--- config.mk ---
export PLATFORM = sky130hd
export DESIGN_NAME = flush_sequencer
export DESIGN_NICKNAME = d
export VERILOG_FILES = /design/src/rtl/flush_sequencer.sv
export SDC_FILE = /design/constraint.sdc
export NUM_CORES = 1
export LEC_CHECK = 0
export CAP_MARGIN = 20
export CORE_ASPECT_RATIO = 0.75
export CORE_MARGIN = 2
export CORE_UTILIZATION = 55
export CTS_CLUSTER_SIZE = 20
export DETAILED_ROUTE_END_ITERATION = 6
export PLACE_DENSITY = 0.85
export SYNTH_ARGS = -nofsm -noshare
export SYNTH_HDL_FRONTEND = slang
export SYNTH_SLANG_ARGS = --single-unit
export TNS_END_PERCENT = 5
--- constraint.sdc ---
create_clock -name clk -period 4.7 [get_ports clk]
set_clock_uncertainty 0.05 [all_clocks]
set_input_delay 0.94 -clock clk [delete_from_list [all_inputs] [get_ports clk]]
set_output_delay 0.94 -clock clk [all_outputs]
set_load 0.05 [all_outputs]
--- src/rtl/flush_sequencer.sv ---
// Cache-flush sequencer: gathers L1 flush completions, then issues one L2 flush per round.
// Optional build macro FLUSH_TIMEOUT_EN adds a sticky per-phase timeout flag.
module flush_sequencer #(
  parameter int N_L1  = 2,
  parameter int CNT_W = 64,
  parameter int TMO_W = 20
) (
  input  logic             clk,
  input  logic             reset,
  input  logic [N_L1-1:0]  l1_flush_req,
  input  logic [N_L1-1:0]  l1_flush_complete,
  output logic             l2_flush_req,
  input  logic             l2_flush_complete,
  output logic             in_flush_mode,
  output logic             flush_done,
  output logic [N_L1-1:0]  pending_mask,
  output logic [CNT_W-1:0] round_count,
  output logic             flush_timeout
);

  typedef enum logic [1:0] {
    IDLE     = 2'd0,
    WAIT_L1  = 2'd1,
    FLUSH_L2 = 2'd2
  } state_t;

  state_t          state, state_nxt;
  logic [N_L1-1:0] pending, pending_nxt;
  logic [N_L1-1:0] deferred, deferred_nxt;
  logic            l2_req_nxt;
  logic            done_nxt;
  logic            l2_done_seen;

  // The L2 completion is only honoured once the request pulse has gone out.
  assign l2_done_seen = (state == FLUSH_L2) && l2_flush_complete && !l2_flush_req;

  // NOTE: every signal gets a default before the case so no path leaves it unassigned (no latches).
  always_comb begin
    state_nxt    = state;
    pending_nxt  = pending;
    deferred_nxt = deferred;
    l2_req_nxt   = 1'b0;
    done_nxt     = 1'b0;
    case (state)
      IDLE: begin
        if ((l1_flush_req | deferred) != '0) begin
          pending_nxt  = l1_flush_req | deferred;
          deferred_nxt = '0;
          state_nxt    = WAIT_L1;
        end
      end
      WAIT_L1: begin
        deferred_nxt = deferred | (l1_flush_req & ~pending);
        pending_nxt  = pending & ~l1_flush_complete;
        if (pending_nxt == '0) begin
          l2_req_nxt = 1'b1;
          state_nxt  = FLUSH_L2;
        end
      end
      FLUSH_L2: begin
        deferred_nxt = deferred | l1_flush_req;
        if (l2_done_seen) begin
          done_nxt = 1'b1;
          if (deferred_nxt != '0) begin
            // Queued requests chain straight into the next round, no idle gap.
            pending_nxt  = deferred_nxt;
            deferred_nxt = '0;
            state_nxt    = WAIT_L1;
          end else begin
            state_nxt = IDLE;
          end
        end
      end
      default: begin
        state_nxt    = IDLE;
        pending_nxt  = '0;
        deferred_nxt = '0;
      end
    endcase
  end

  // NOTE: sequential state uses non-blocking assignments so all registers update from the same pre-edge values.
  always_ff @(posedge clk) begin
    if (reset) begin
      state        <= IDLE;
      pending      <= '0;
      deferred     <= '0;
      l2_flush_req <= 1'b0;
      flush_done   <= 1'b0;
      round_count  <= '0;
    end else begin
      state        <= state_nxt;
      pending      <= pending_nxt;
      deferred     <= deferred_nxt;
      l2_flush_req <= l2_req_nxt;
      flush_done   <= done_nxt;
      if (done_nxt) round_count <= round_count + CNT_W'(1);
    end
  end

  assign in_flush_mode = (state != IDLE);
  assign pending_mask  = pending;

`ifdef FLUSH_TIMEOUT_EN
  logic [TMO_W-1:0] tmo_cnt;
  logic             tmo_flag;

  // Flag only; the sequencer keeps waiting for the real completion.
  always_ff @(posedge clk) begin
    if (reset) begin
      tmo_cnt  <= '0;
      tmo_flag <= 1'b0;
    end else begin
      if (state_nxt != state) tmo_cnt <= '0;
      else if (state != IDLE) tmo_cnt <= tmo_cnt + TMO_W'(1);
      if ((state != IDLE) && (&tmo_cnt) && !tmo_flag) begin
        tmo_flag <= 1'b1;
        $display("flush_sequencer: flush timeout in state %s", state.name());
      end
    end
  end

  assign flush_timeout = tmo_flag;
`else
  assign flush_timeout = 1'b0;
`endif

endmodule

# After elaboration in Yosys (flattened, before gate mapping)
# Index checks and enable logic that the tools add are counted.
op_classes:
  n_addsub: 1
  n_reduce_logical: 9
  muxes: 15
  bitwise: 7
  eq_ne: 5
op_table:
  columns: ["operator", "count"]
  rows:
  - ["$add 64x1->64 const B", 1]
  - ["$pmux 2 s3", 3]
  - ["$mux 2", 8]
  - ["$ne 2x2->1 const B", 3]
  - ["$and 2x2->2", 2]
  - ["$logic_not 2->1", 2]
  - ["$mux 1", 4]
  - ["$not 2->2", 2]
  - ["$or 2x2->2", 2]
  - ["$reduce_bool 2->1", 2]
  - ["$reduce_and 3->1", 1]
  - ["$eq 2x1->1 const B", 1]
  - ["$eq 2x2->1 const B", 1]
  - ["$logic_and 1x1->1", 2]
  - ["$reduce_or 2->1", 1]
  - ["$logic_not 1->1", 1]
  - ["$not 1->1", 1]
word_totals:
  out_inout_bits: 70
  word_cells: 43
  reg_bits: 72
  inputBits: 7

# Depth between registers and ports, before layout
# Gate-level depths: netlist of run 1.
depth:
  depth_word: 5
  ltp_mapped: 9
  depth_no_buf: 7

# Worst setup path before layout of run 1
# Ideal clock, no wire load.
synth_timing:
  path_kind: "in2reg"
  start: "input port l2_flush_complete"
  end: "register round_count[23]"
  cell_stages: 6
  arrival_time_ns: 2.190
  setup_ns: 0.128
  path_buffers: 1
  setup_slack_ns: 2.332
  cell_sequence: "nand3b_2 > or4_1 > buf_2 > nor4_2 > xnor2_1 > nor2_1"
synth_between:
  elab_chain_cells: 4
synth_rtl:
  columns: ["element", "line_no", "source"]
  rows:
  - ["start, declared", "13", "input logic l2_flush_complete,"]
  - ["$logic_and 1x1->1 (2 in series)", "35", "assign l2_done_seen = (state == FLUSH_L2) && l2_flush_complete && !l2_flush_req;"]
  - ["$mux 1", "62", "if (l2_done_seen) begin"]
  - ["$mux 1", "44", "case (state)"]
  - ["end signal, assigned", "97", "if (done_nxt) round_count <= round_count + CNT_W'(1);"]
  - ["end, declared", "17", "output logic [CNT_W-1:0] round_count,"]
# Every way passes these cells.
# A chain may end at the register's enable or synchronous reset.

# Final worst setup path of run 1
layout_timing:
  start: "input port l2_flush_complete"
  end: "register round_count[54]"
# The elaborated chain is that of the path after synthesis.

==> results of run 1 <==
-- worst paths after layout --
check / startpoint / cells past startpoint / end
min reg2reg: round_count[1]$_SDFFE_PP0P_ / 2 / round_count[1]$_SDFFE_PP0P_
max reg2reg: state[0]$_SDFFE_PP0P_ / 7 / round_count[54]$_SDFFE_PP0P_
max: l2_flush_complete / 6 / round_count[54]$_SDFFE_PP0P_
min: round_count[1]$_SDFFE_PP0P_ / 2 / round_count[1]$_SDFFE_PP0P_
-- layout by cell type (no fill, tap or decap), types with 3 or more instances in the layout --
cell type,instances
nor3_1,14
o21ai_0,11
clkbuf_8,9
and3_1,4
or4_1,3
inv_1,12
nor4_2,4
or3_1,27
nand4_2,3
xnor2_1,17
dfxtp_1,72
xor2_1,16
nor2b_1,3
ha_1,6
nand4_1,33
nor4_1,13
a21oi_1,34
clkdlybuf4s50_1,74
nor2_1,52
nand3_1,24
nand2_1,36
o21ai_1,15
-- cell families (layout without fill, tap and decap cells) --
| kind of cell | after synthesis | after routing | share of synthesized area, % |
|---|---|---|---|
| AO/OA/AOI/OAI | 67 | 67 | 9.76 |
| XOR/XNOR | 33 | 33 | 8.03 |
| adder cells (fa/ha/maj) | 6 | 6 | 2.08 |
| buffers and inverters | 28 | 104 | 3.20 |
| flip-flops | 72 | 72 | 40.0 |
| multiplexers | 3 | 3 | 0.869 |
| other | 1 | 1 | 0.104 |
| AND/OR/NAND/NOR | 232 | 232 | 35.9 |
-- worst max-delay path: stages --
cell and delay (ns):
clkdlybuf4s50_1 0.49, nand3b_2 0.29, nor4_1 0.50, nand4_1 0.49, or3_1 0.52, a21oi_1 0.14
-- where the power goes --
group	internal, W	total [W]	switching, W
Sequential	0.000620	0.000631	0.0000105
Combinational	0.0000483	0.000138	0.0000894
Clock	0.000295	0.000517	0.000223
Total	0.000963	0.00129	0.000323
-- sequential cells by signal, summed over array words and instances (netlist names) --
name and flops:
round_count 64, deferred 2, pending_mask 2, state 2, flush_done 1, l2_flush_req 1
-- routing by layer --
metal | track usage, % | up-vias
met3 | 8.18 | 17
li1 | - | 1740
met2 | 43.7 | 130
met1 | 33.8 | 1690
met4 | 6.79 | 0
met5 | 0 | -
-- through the flow --
| step | cell area (sq um) | setup slack (ns) | cells |
|---|---|---|---|
| after floorplan | 3600 | 2.33 | 442 |
| after global placement | 4390 | 1.30 | 584 |
| after global routing | 4590 | 1.32 | 599 |
| final | 4590 | 1.55 | 599 |
| after detailed placement | 4390 | 1.19 | 584 |
| after CTS | 4590 | 1.57 | 599 |
-- synth_stat cells (2+ instances only) --
| cell | number | area, sq um |
|---|---|---|
| o22ai_1 | 2 | 12.5 |
| nor4_2 | 4 | 50.1 |
| inv_1 | 12 | 45.0 |
| o31ai_1 | 2 | 15.0 |
| nor4_4 | 2 | 42.5 |
| nand2_1 | 36 | 135 |
| xor2_1 | 16 | 140 |
| nand4_1 | 33 | 206 |
| ha_1 | 6 | 75.1 |
| or2_2 | 2 | 12.5 |
| nand3_2 | 2 | 20.0 |
| nor2b_1 | 3 | 18.8 |
| o21ai_0 | 11 | 55.1 |
| or3_1 | 27 | 169 |
| buf_1 | 2 | 7.51 |
| nand4_2 | 3 | 37.5 |
| and3_1 | 4 | 25.0 |
| nor2_1 | 52 | 195 |
| o21ai_1 | 15 | 75.1 |
| o21a_1 | 2 | 15.0 |
| clkbuf_1 | 8 | 30.0 |
| xnor2_1 | 17 | 149 |
| nand3_1 | 24 | 120 |
| nand4b_1 | 2 | 17.5 |
| mux2i_1 | 2 | 20.0 |
| buf_2 | 5 | 25.0 |
| nor3_1 | 14 | 70.1 |
| nand2b_1 | 2 | 12.5 |
| nor4_1 | 13 | 81.3 |
| dfxtp_1 | 72 | 1440 |
| a21oi_1 | 34 | 170 |
| or4_1 | 3 | 22.5 |
| and4_1 | 2 | 17.5 |
-- layout make-up --
| cell class | instances | area (sq um) |
|---|---|---|
| clock buffer | 11 | 131 |
| clock inverter | 4 | 70.1 |
| fill | 505 | 1720 |
| inverter | 12 | 45.0 |
| multi-input combinational | 342 | 2040 |
| sequential | 72 | 1440 |
| tap | 81 | 101 |
| timing repair buffer | 77 | 761 |
==> key figures, run 1 <==
Status
  – Status: finished clean

Clock tree
  – Cts bufs inserted: 9
  – CTS Root Cell: clkbuf_8
  – Reg clk slew, reported paths: 0.07 ns
  – Setup bufs post-CTS: 0
  – Worst-Skew Late Latency: 0.35 ns
  – Gates resized, CTS repair: 0
  – CTS tree: done
  – Post-CTS Hold Buffers: 0
  – Clock Sinks: 72
  – Clock H-tree levels: 3
  – Longest Clk Path Bufs: 2

Flow run
  – Maxcap violations: 0

Placement
  – IO buf count: 75
  – Post-DP HPWL: 6750 um
  – RePlAce Congestion: 0.849

Route
  – DR WL/cell: 15.8 um
  – Routed met1 length: 4370 um
  – WL final: 9480 um
  – DR pass1 iterations: 5
  – Vias per Instance: 5.97
  – Met3 routed WL: 618 um
  – Detailed router's first-iteration violation count: 243
  – DR WL met2: 4390 um
  – Top sig layer: met4
  – Remaining DRCs: 0
  – Routed vias: 3577
  – Detail Route Antenna Nets: 0

Floorplan
  – Row cnt: 25
  – Die area: 7220 sq um
  – CORE AREA: 6320 sq um
  – Starting Density: 57.0%
  – Die X: 97.4 um
  – Chip height: 74.1 um
  – Ports: 77

Synthesis
  – Post-synthesis cell type count: 41
  – Post-synth EDFFs: 0
  – YS warnings: 0
  – Seq cells post-synth: 72
  – Async SR Flop Fraction: 0%
  – Top FF cell, synth: dfxtp_1
  – Cells after synthesis: 442
  – Mapped Area: 3600 sq um
  – Synth Net Count: 455
  – Syn Area/Cell: 8.15 sq um
  – Seq/Total Area, Yosys: 40.0%

STA
  – Hold slack: 0.450 ns
  – Setup Total Neg Slack: 0 ns
  – Worst-Margin Slew: 0.734 ns
  – Slew margin rel.: 50.6%
  – Final hold violation count: 0
  – Final Critical Period: 3.15 ns
  – Final Max Tran Viols: 0
  – Setup Viol. Count Final: 0
  – Unrepaired setup endpoints after global routing: no
  – Final worst path period share: 67.1%
  – FMAX: 317 MHz

Finish
  – Nets: 527
  – Area Overhead vs Synth: 27.6%
  – Post-Route Utilization: 72.7%
  – Antenna diodes: 0
  – Share of post-route cells with drive strength above 1: 5.98%

Power
  – Leakage: 1.44 nW
  – PwrDens: 280 nW/um^2
  – Power, Total: 0.00129 W
  – VDD IR-drop max: 0.253 mV

GRT
  – Pin count of the biggest net entering global routing: 42
  – GRT Overall Usage: 26.2%
  – GRT overflow: 0
  – Initial antenna violation count: 0
  – Vias in the first global route: 3222
  – Global-route wire length before repair: 15100 um

Min path
  – Hold Crit Class: reg2reg

Critical path
  – WS Path Type: in2reg
  – CP max FO: 16
  – Critical path startpoint category: input pin
  – Reg2reg setup slack: 1.79 ns
  – CP required: 4.93 ns
  – WP data arrival: 3.38 ns
  – Critical path endpoint category: flip-flop
Note: power is estimated with default switching activity, not from simulation.
==> run 2, diff against run 1 <==
- CORE_UTILIZATION: 55 -> 46
- PLACE_DENSITY: 0.85 -> 0.76
- clock period: 4.7 -> 2.83 ns (I/O delays scaled with it)
==> run 2 against run 1 <==
Against the previous run:
- die area increased by 19%
- register-to-register slack got worse by 1.5 ns
- non-clock buffer count increased by 8
- total power up 79%
- first-iteration DRC count is 16% higher
- sequential share of layout area decreased by 0.91 points
- combinational power increased by 69%
- sequential power up 66%
- via count up 0.17%
- worst setup slack got worse by 1.3 ns
- final area up 3.0%
- critical endpoint is now in_flush_mode
- critical path type is now reg2out
==> key figures, run 2 (synthesized netlist as in run 1, its figures left out) <==
Route
  – Detailed router's first-iteration violation count: 283 (+16%)
  – DR WL/cell: 15.0 um (-5.1%)
  – DR pass1 iterations: 5 (unchanged)
  – WL final: 9430 um (-0.49%)
  – Vias per Instance: 5.71 (-4.5%)
  – Routed vias: 3583 (+0.17%)
  – Detail Route Antenna Nets: 0 (unchanged)
  – Remaining DRCs: 0 (unchanged)

Floorplan
  – Starting Density: 48.2% (-8.8 points)
  – Row cnt: 27 (+8.0%)
  – Chip height: 80.6 um (+8.8%)
  – Ports: 77 (unchanged)
  – CORE AREA: 7470 sq um (+18%)
  – Die X: 106 um (+9.0%)
  – Die area: 8560 sq um (+19%)

STA
  – Final worst path period share: 92.3%
  – Final Max Tran Viols: 0 (unchanged)
  – Unrepaired setup endpoints after global routing: no
  – Hold slack: 0.449 ns (-0.00112 ns)
  – Setup Total Neg Slack: 0 ns (unchanged)
  – Slew margin rel.: 59.5% (+8.9 points)
  – Final hold violation count: 0 (unchanged)
  – Setup Viol. Count Final: 0 (unchanged)
  – FMAX: 383 MHz
  – Final Critical Period: 2.61 ns
  – Worst-Margin Slew: 0.601 ns (-0.132 ns)

GRT
  – Global-route wire length before repair: 15500 um (+2.7%)
  – GRT Overall Usage: 22.9% (-3.3 points)
  – Initial antenna violation count: 0 (unchanged)
  – GRT overflow: 0 (unchanged)
  – Pin count of the biggest net entering global routing: 34 (-19%)
  – Vias in the first global route: 3213 (-0.28%)

Critical path
  – Reg2reg setup slack: 0.28 ns (-1.51 ns)
  – Reg2reg path depth: 8 (+1)
  – Critical path startpoint category: flip-flop
  – WP data arrival: 2.00 ns (-1.38 ns)
  – Critical path endpoint category: output pin
  – Worst R2R End: round_count[63]$_SDFFE_PP0P_
  – WS Path Type: reg2out
  – CP required: 2.21 ns (-2.72 ns)
  – Launch point of the worst reg-to-reg path: state[0]$_SDFFE_PP0P_
  – CP max FO: 5 (-11)

Finish
  – Area Overhead vs Synth: 31.4%
  – Most frequent cells in the layout: clkdlybuf4s50_1, dfxtp_1, nor2_1, nand2_1, a21oi_1
  – Share of post-route cells with drive strength above 1: 7.97% (+2.0 points)
  – Multi-input logic area: 2040 sq um (unchanged)
  – Fill cells: 647 (+28%)
  – Area occupied by registers: 1440 sq um (unchanged)
  – Largest Register: round_count
  – Nets: 535 (+1.5%)
  – Antenna diodes: 0 (unchanged)
  – Max reg flops: 64 (unchanged)
  – Most common cell after layout, fill and taps aside: clkdlybuf4s50_1

Min path
  – Worst hold stages: 2 (unchanged)
  – Hold Crit Class: reg2reg
  – Worst hold start: round_count[1]$_SDFFE_PP0P_
  – Hold worst-path end: round_count[1]$_SDFFE_PP0P_

Power
  – Power, Total: 0.00231 W (+79%)
  – P_sw: 0.000560 W (+74%)
  – Sw Ratio: 24.3% (-0.79 points)
  – VDD IR-drop max: 0.406 mV (+60%)
  – Combinational Power Share: 10.1% (-0.6 points)
  – Clk network pwr share: 44.5% (+4.3 points)
  – PwrDens: 487 nW/um^2 (+74%)
  – Int Pwr: 0.00174 W (+81%)
  – Leakage: 1.50 nW (+4.1%)
  – Flop pwr share: 45.4% (-3.7 points)

Clock tree
  – Post-CTS Hold Buffers: 0 (unchanged)
  – CTS Root Cell: clkbuf_8
  – Cts bufs inserted: 9 (unchanged)
  – Clock H-tree levels: 3 (unchanged)
  – Setup bufs post-CTS: 0 (unchanged)
  – Clock Sinks: 72 (unchanged)
  – Reg clk slew, reported paths: 0.07 ns (about the same)
  – CTS tree: done
  – Worst-Skew Late Latency: 0.35 ns (about the same)
  – Gates resized, CTS repair: 0 (unchanged)
  – Longest Clk Path Bufs: 2 (unchanged)

Placement
  – Post-DP HPWL: 6970 um (+3.3%)
  – IO buf count: 75 (unchanged)
  – RePlAce Congestion: 0.865 (+1.9%)

Status
  – Status: finished clean

Flow run
  – Maxcap violations: 0 (unchanged)
[run 2: worst max-delay path, cell delays in order, from the launching register on]
cell and delay (ns):
dfxtp_1 0.41, inv_1 0.10, ha_1 0.27, inv_1 0.08, clkdlybuf4s50_1 0.79
[run 2: metal layers]
layer / wire length (um) / GRT usage, % / part of all wire [%] / vias up
met5: 0 / 0 / 0 / -
met4: 125 / 6.97 / 1.3 / 0
li1: - / - / - / 1761
met1: 4590 / 32.8 / 49 / 1685
met2: 4040 / 33.9 / 43 / 123
met3: 683 / 5.36 / 7.2 / 14
[run 2: how the worst max path moves through the flow]
stage	startpoint	end	cells after the start
2_1_floorplan	round_count[25]$_SDFFE_PP0P_	round_count[59]$_SDFFE_PP0P_	6
3_3_place_gp	l2_flush_complete	round_count[23]$_SDFFE_PP0P_	6
3_5_place_dp	l2_flush_complete	round_count[63]$_SDFFE_PP0P_	7
4_1_cts	state[0]$_SDFFE_PP0P_	in_flush_mode	4
5_1_grt	state[0]$_SDFFE_PP0P_	round_count[63]$_SDFFE_PP0P_	8
6_report	state[0]$_SDFFE_PP0P_	in_flush_mode	4
[run 2: power by group through the flow]
stage          combinational (W)  sequential (W)  clock [W]
3_3_place_gp            0.000223         0.00107          0
6_report                0.000233         0.00105    0.00102
3_5_place_dp            0.000231         0.00107          0
4_1_cts                 0.000232         0.00105    0.00103
2_1_floorplan           0.000132         0.00110          0
5_1_grt                 0.000253         0.00105    0.00108
[run 2: per-stage QoR]
step                instance area, sq um  util [%]  worst slack [ns]  cells
floorplan                           3600         -             0.535    442
global placement                    4480      60.0             0.180    612
detailed placement                  4480      60.0            0.0674    612
CTS                                 4730      63.4             0.213    628
global route                        4730      63.4            0.0961    628
finish                              4730      63.4             0.218    628
[run 2: final cells by class]
type | count | share of cell area, %
flip-flops and latches | 72 | 30.5
repair buffers | 85 | 17.3
inverters | 12 | 0.952
multi-input cells | 342 | 43.2
clock buffers | 11 | 3.20
clock inverters | 5 | 2.17
well taps | 101 | 2.67
==> run 3, diff against run 2 <==
- PLACE_DENSITY: 0.76 -> 0.84
==> run 3 against run 2 <==
Against the previous run:
- cell count unchanged
- critical path depth unchanged
- count of clock-buffer cells in the layout increased by 2
- sequential share of layout area hardly changed
- utilization decreased by 0.10 points
- first-iteration DRC count unchanged
- worst setup slack worse by 0.012 ns
- via count grew 1.9%
- critical path type unchanged
- largest power group unchanged
- highest routed layer unchanged
==> key figures, run 3 (synthesized netlist as in run 1, its figures left out) <==
Status
  – Status: finished clean

Power
  – Int Pwr: 0.00170 W (-2.6%)
  – Clk network pwr share: 43.0% (-1.5 points)
  – P_sw: 0.000544 W (-2.8%)
  – Flop pwr share: 46.7% (+1.3 points)
  – VDD IR-drop max: 0.305 mV (-25%)
  – Sw Ratio: 24.3% (-0.055 points)
  – PwrDens: 475 nW/um^2 (-2.5%)
  – Leakage: 1.50 nW (+0.15%)
  – Combinational Power Share: 10.2% (about the same)

Route
  – Detail Route Antenna Nets: 0 (unchanged)
  – DR pass1 iterations: 6 (+1)
  – Detailed router's first-iteration violation count: 283 (unchanged)
  – WL final: 9890 um (+4.9%)
  – Remaining DRCs: 0 (unchanged)
  – DR WL/cell: 15.7 um (+4.9%)
  – Vias per Instance: 5.81 (+1.9%)
  – Routed vias: 3650 (+1.9%)

GRT
  – Initial antenna violation count: 0 (unchanged)
  – Vias in the first global route: 3280 (+2.1%)
  – GRT Overall Usage: 23.1% (+0.24 points)
  – Pin count of the biggest net entering global routing: 47 (+38%)
  – GRT overflow: 0 (unchanged)
  – Global-route wire length before repair: 15800 um (+1.4%)

Critical path
  – WP data arrival: 2.01 ns (about the same)
  – Crit-path slowest cell: clkdlybuf4s50_1
  – Crit path buf inv count: 3 (unchanged)
  – Critical path, cell by cell: inv_1, ha_1, inv_1, clkdlybuf4s50_1
  – CP required: 2.21 ns (about the same)
  – Critical path's most frequent cell: inv_1
  – Reg2reg path depth: 8 (unchanged)
  – Launch point of the worst reg-to-reg path: state[0]$_SDFFE_PP0P_
  – CP delay by family, top: buffers and inverters
  – Critical path startpoint category: flip-flop
  – Critical path endpoint category: output pin
  – Worst R2R End: round_count[51]$_SDFFE_PP0P_
  – CP max FO: 5 (unchanged)
  – WS Path Type: reg2out
  – Crit-path max cell delay: 0.79 ns (about the same)
  – Reg2reg setup slack: 0.23 ns (-0.05 ns)

STA
  – Setup Viol. Count Final: 0 (unchanged)
  – FMAX: 381 MHz (-0.45%)
  – Final hold violation count: 0 (unchanged)
  – Final Max Tran Viols: 0 (unchanged)
  – Worst-Margin Slew: 0.846 ns (+0.244 ns)
  – Post-route setup slack: 0.206 ns (-0.0117 ns)
  – Slew margin rel.: 43.6% (-16 points)
  – Final worst path period share: 92.7% (+0.41 points)
  – Setup Total Neg Slack: 0 ns (unchanged)
  – Unrepaired setup endpoints after global routing: no
  – Final Critical Period: 2.62 ns (+0.0117 ns)

Finish
  – Area Overhead vs Synth: 31.2%
  – Post-Route Utilization: 63.3% (-0.10 points)
  – Fill cells: 627 (-3.1%)
  – Max reg flops: 64 (unchanged)
  – Share of post-route cells with drive strength above 1: 7.97% (unchanged)
  – Largest Register: round_count
  – Most frequent cells in the layout: clkdlybuf4s50_1, dfxtp_1, nor2_1, nand2_1, a21oi_1
  – Nets: 536 (+0.19%)
  – Antenna diodes: 0 (unchanged)
  – Most common cell after layout, fill and taps aside: clkdlybuf4s50_1

Clock tree
  – CTS tree: done
  – Longest Clk Path Bufs: 2 (unchanged)
  – Cts bufs inserted: 9 (unchanged)
  – Setup bufs post-CTS: 0 (unchanged)
  – Worst-Skew Late Latency: 0.35 ns (about the same)
  – Post-CTS Hold Buffers: 0 (unchanged)
  – Gates resized, CTS repair: 0 (unchanged)
  – Clock H-tree levels: 3 (unchanged)
  – Reg clk slew, reported paths: 0.07 ns (about the same)
  – Clock Sinks: 72 (unchanged)
  – CTS Root Cell: clkbuf_8

Placement
  – Worst slack, placed: 0.00200 ns (-0.0654 ns)
  – IO buf count: 75 (unchanged)
  – Post-DP HPWL: 7110 um (+2.0%)
  – RePlAce Congestion: 0.885 (+2.3%)

Floorplan
  – Die X: 106 um (unchanged)
  – CORE AREA: 7470 sq um (unchanged)
  – Row cnt: 27 (unchanged)
  – Chip height: 80.6 um (unchanged)
  – Starting Density: 48.2% (unchanged)
  – Die area: 8560 sq um (unchanged)
  – Ports: 77 (unchanged)

Min path
  – Worst hold stages: 2 (unchanged)
  – Worst hold start: round_count[1]$_SDFFE_PP0P_
  – Hold worst-path end: round_count[1]$_SDFFE_PP0P_
  – Hold Crit Class: reg2reg

Flow run
  – Maxcap violations: 0 (unchanged)
[run 3: changes by cell type in the layout (fill, tap and decap cells not counted), sizes merged]
cell      delta
clkinv       -1
bufinv       -1
buf          +1
clkinvlp     -1
clkbuf       +2
[run 3: how the worst max path moves through the flow]
| stage | slack [ns] | cells past startpoint | startpoint | end |
|---|---|---|---|---|
| floorplan | 0.54 | 6 | round_count[25]$_SDFFE_PP0P_ | round_count[59]$_SDFFE_PP0P_ |
| global placement | 0.13 | 7 | l2_flush_complete | round_count[47]$_SDFFE_PP0P_ |
| detailed placement | 0.002 | 7 | l2_flush_complete | round_count[51]$_SDFFE_PP0P_ |
| CTS | 0.19 | 4 | state[0]$_SDFFE_PP0P_ | in_flush_mode |
| global route | 0.08 | 8 | state[0]$_SDFFE_PP0P_ | round_count[51]$_SDFFE_PP0P_ |
| finish | 0.21 | 4 | state[0]$_SDFFE_PP0P_ | in_flush_mode |
[run 3: cell type report]
type / instances / area, sq um / share of cell area [%]
Clock buffer: 13 / 179 / 3.79
Clock inverter: 2 / 60.1 / 1.27
Inverter: 12 / 45.0 / 0.953
Multi-Input combinational cell: 342 / 2040 / 43.3
Sequential cell: 72 / 1440 / 30.5
Tap cell: 101 / 126 / 2.67
Timing Repair Buffer: 86 / 828 / 17.5
[run 3: power groups by stage]
stage / clock network (W) / logic, W / registers (W)
6_report: 0.000966 / 0.000230 / 0.00105
5_1_grt: 0.00102 / 0.000249 / 0.00105
3_3_place_gp: 0 / 0.000222 / 0.00107
4_1_cts: 0.000978 / 0.000229 / 0.00105
3_5_place_dp: 0 / 0.000228 / 0.00107
2_1_floorplan: 0 / 0.000132 / 0.00110
[run 3: metal layers]
layer  wire (um)  track usage (%)  part of all wire, %
met1        4390             29.9                   44
met2        4580             37.5                   46
met3         803             5.76                  8.1
met4         115             8.29                  1.2
met5           0                0                    0
[run 3: stage by stage]
| step | instances | hold WS, ns | total power (W) | cell area (sq um) |
|---|---|---|---|---|
| final | 628 | 0.449 | 0.00224 | 4720 |
| after global routing | 628 | 0.465 | 0.00232 | 4720 |
| after CTS | 628 | 0.451 | 0.00226 | 4720 |
| after detailed placement | 613 | 0.441 | 0.00130 | 4490 |
| after global placement | 613 | 0.431 | 0.00129 | 4490 |
| after floorplan | 442 | 0.409 | 0.00123 | 3600 |
[run 3: worst register-to-register path: cells and delay by family (launching register included)]
kind            cells  cell delay, ns
simple gates        4            1.39
flops               1            0.37
fa+ha+maj           1            0.31
buf+inv             2            0.27
compound gates      1            0.15
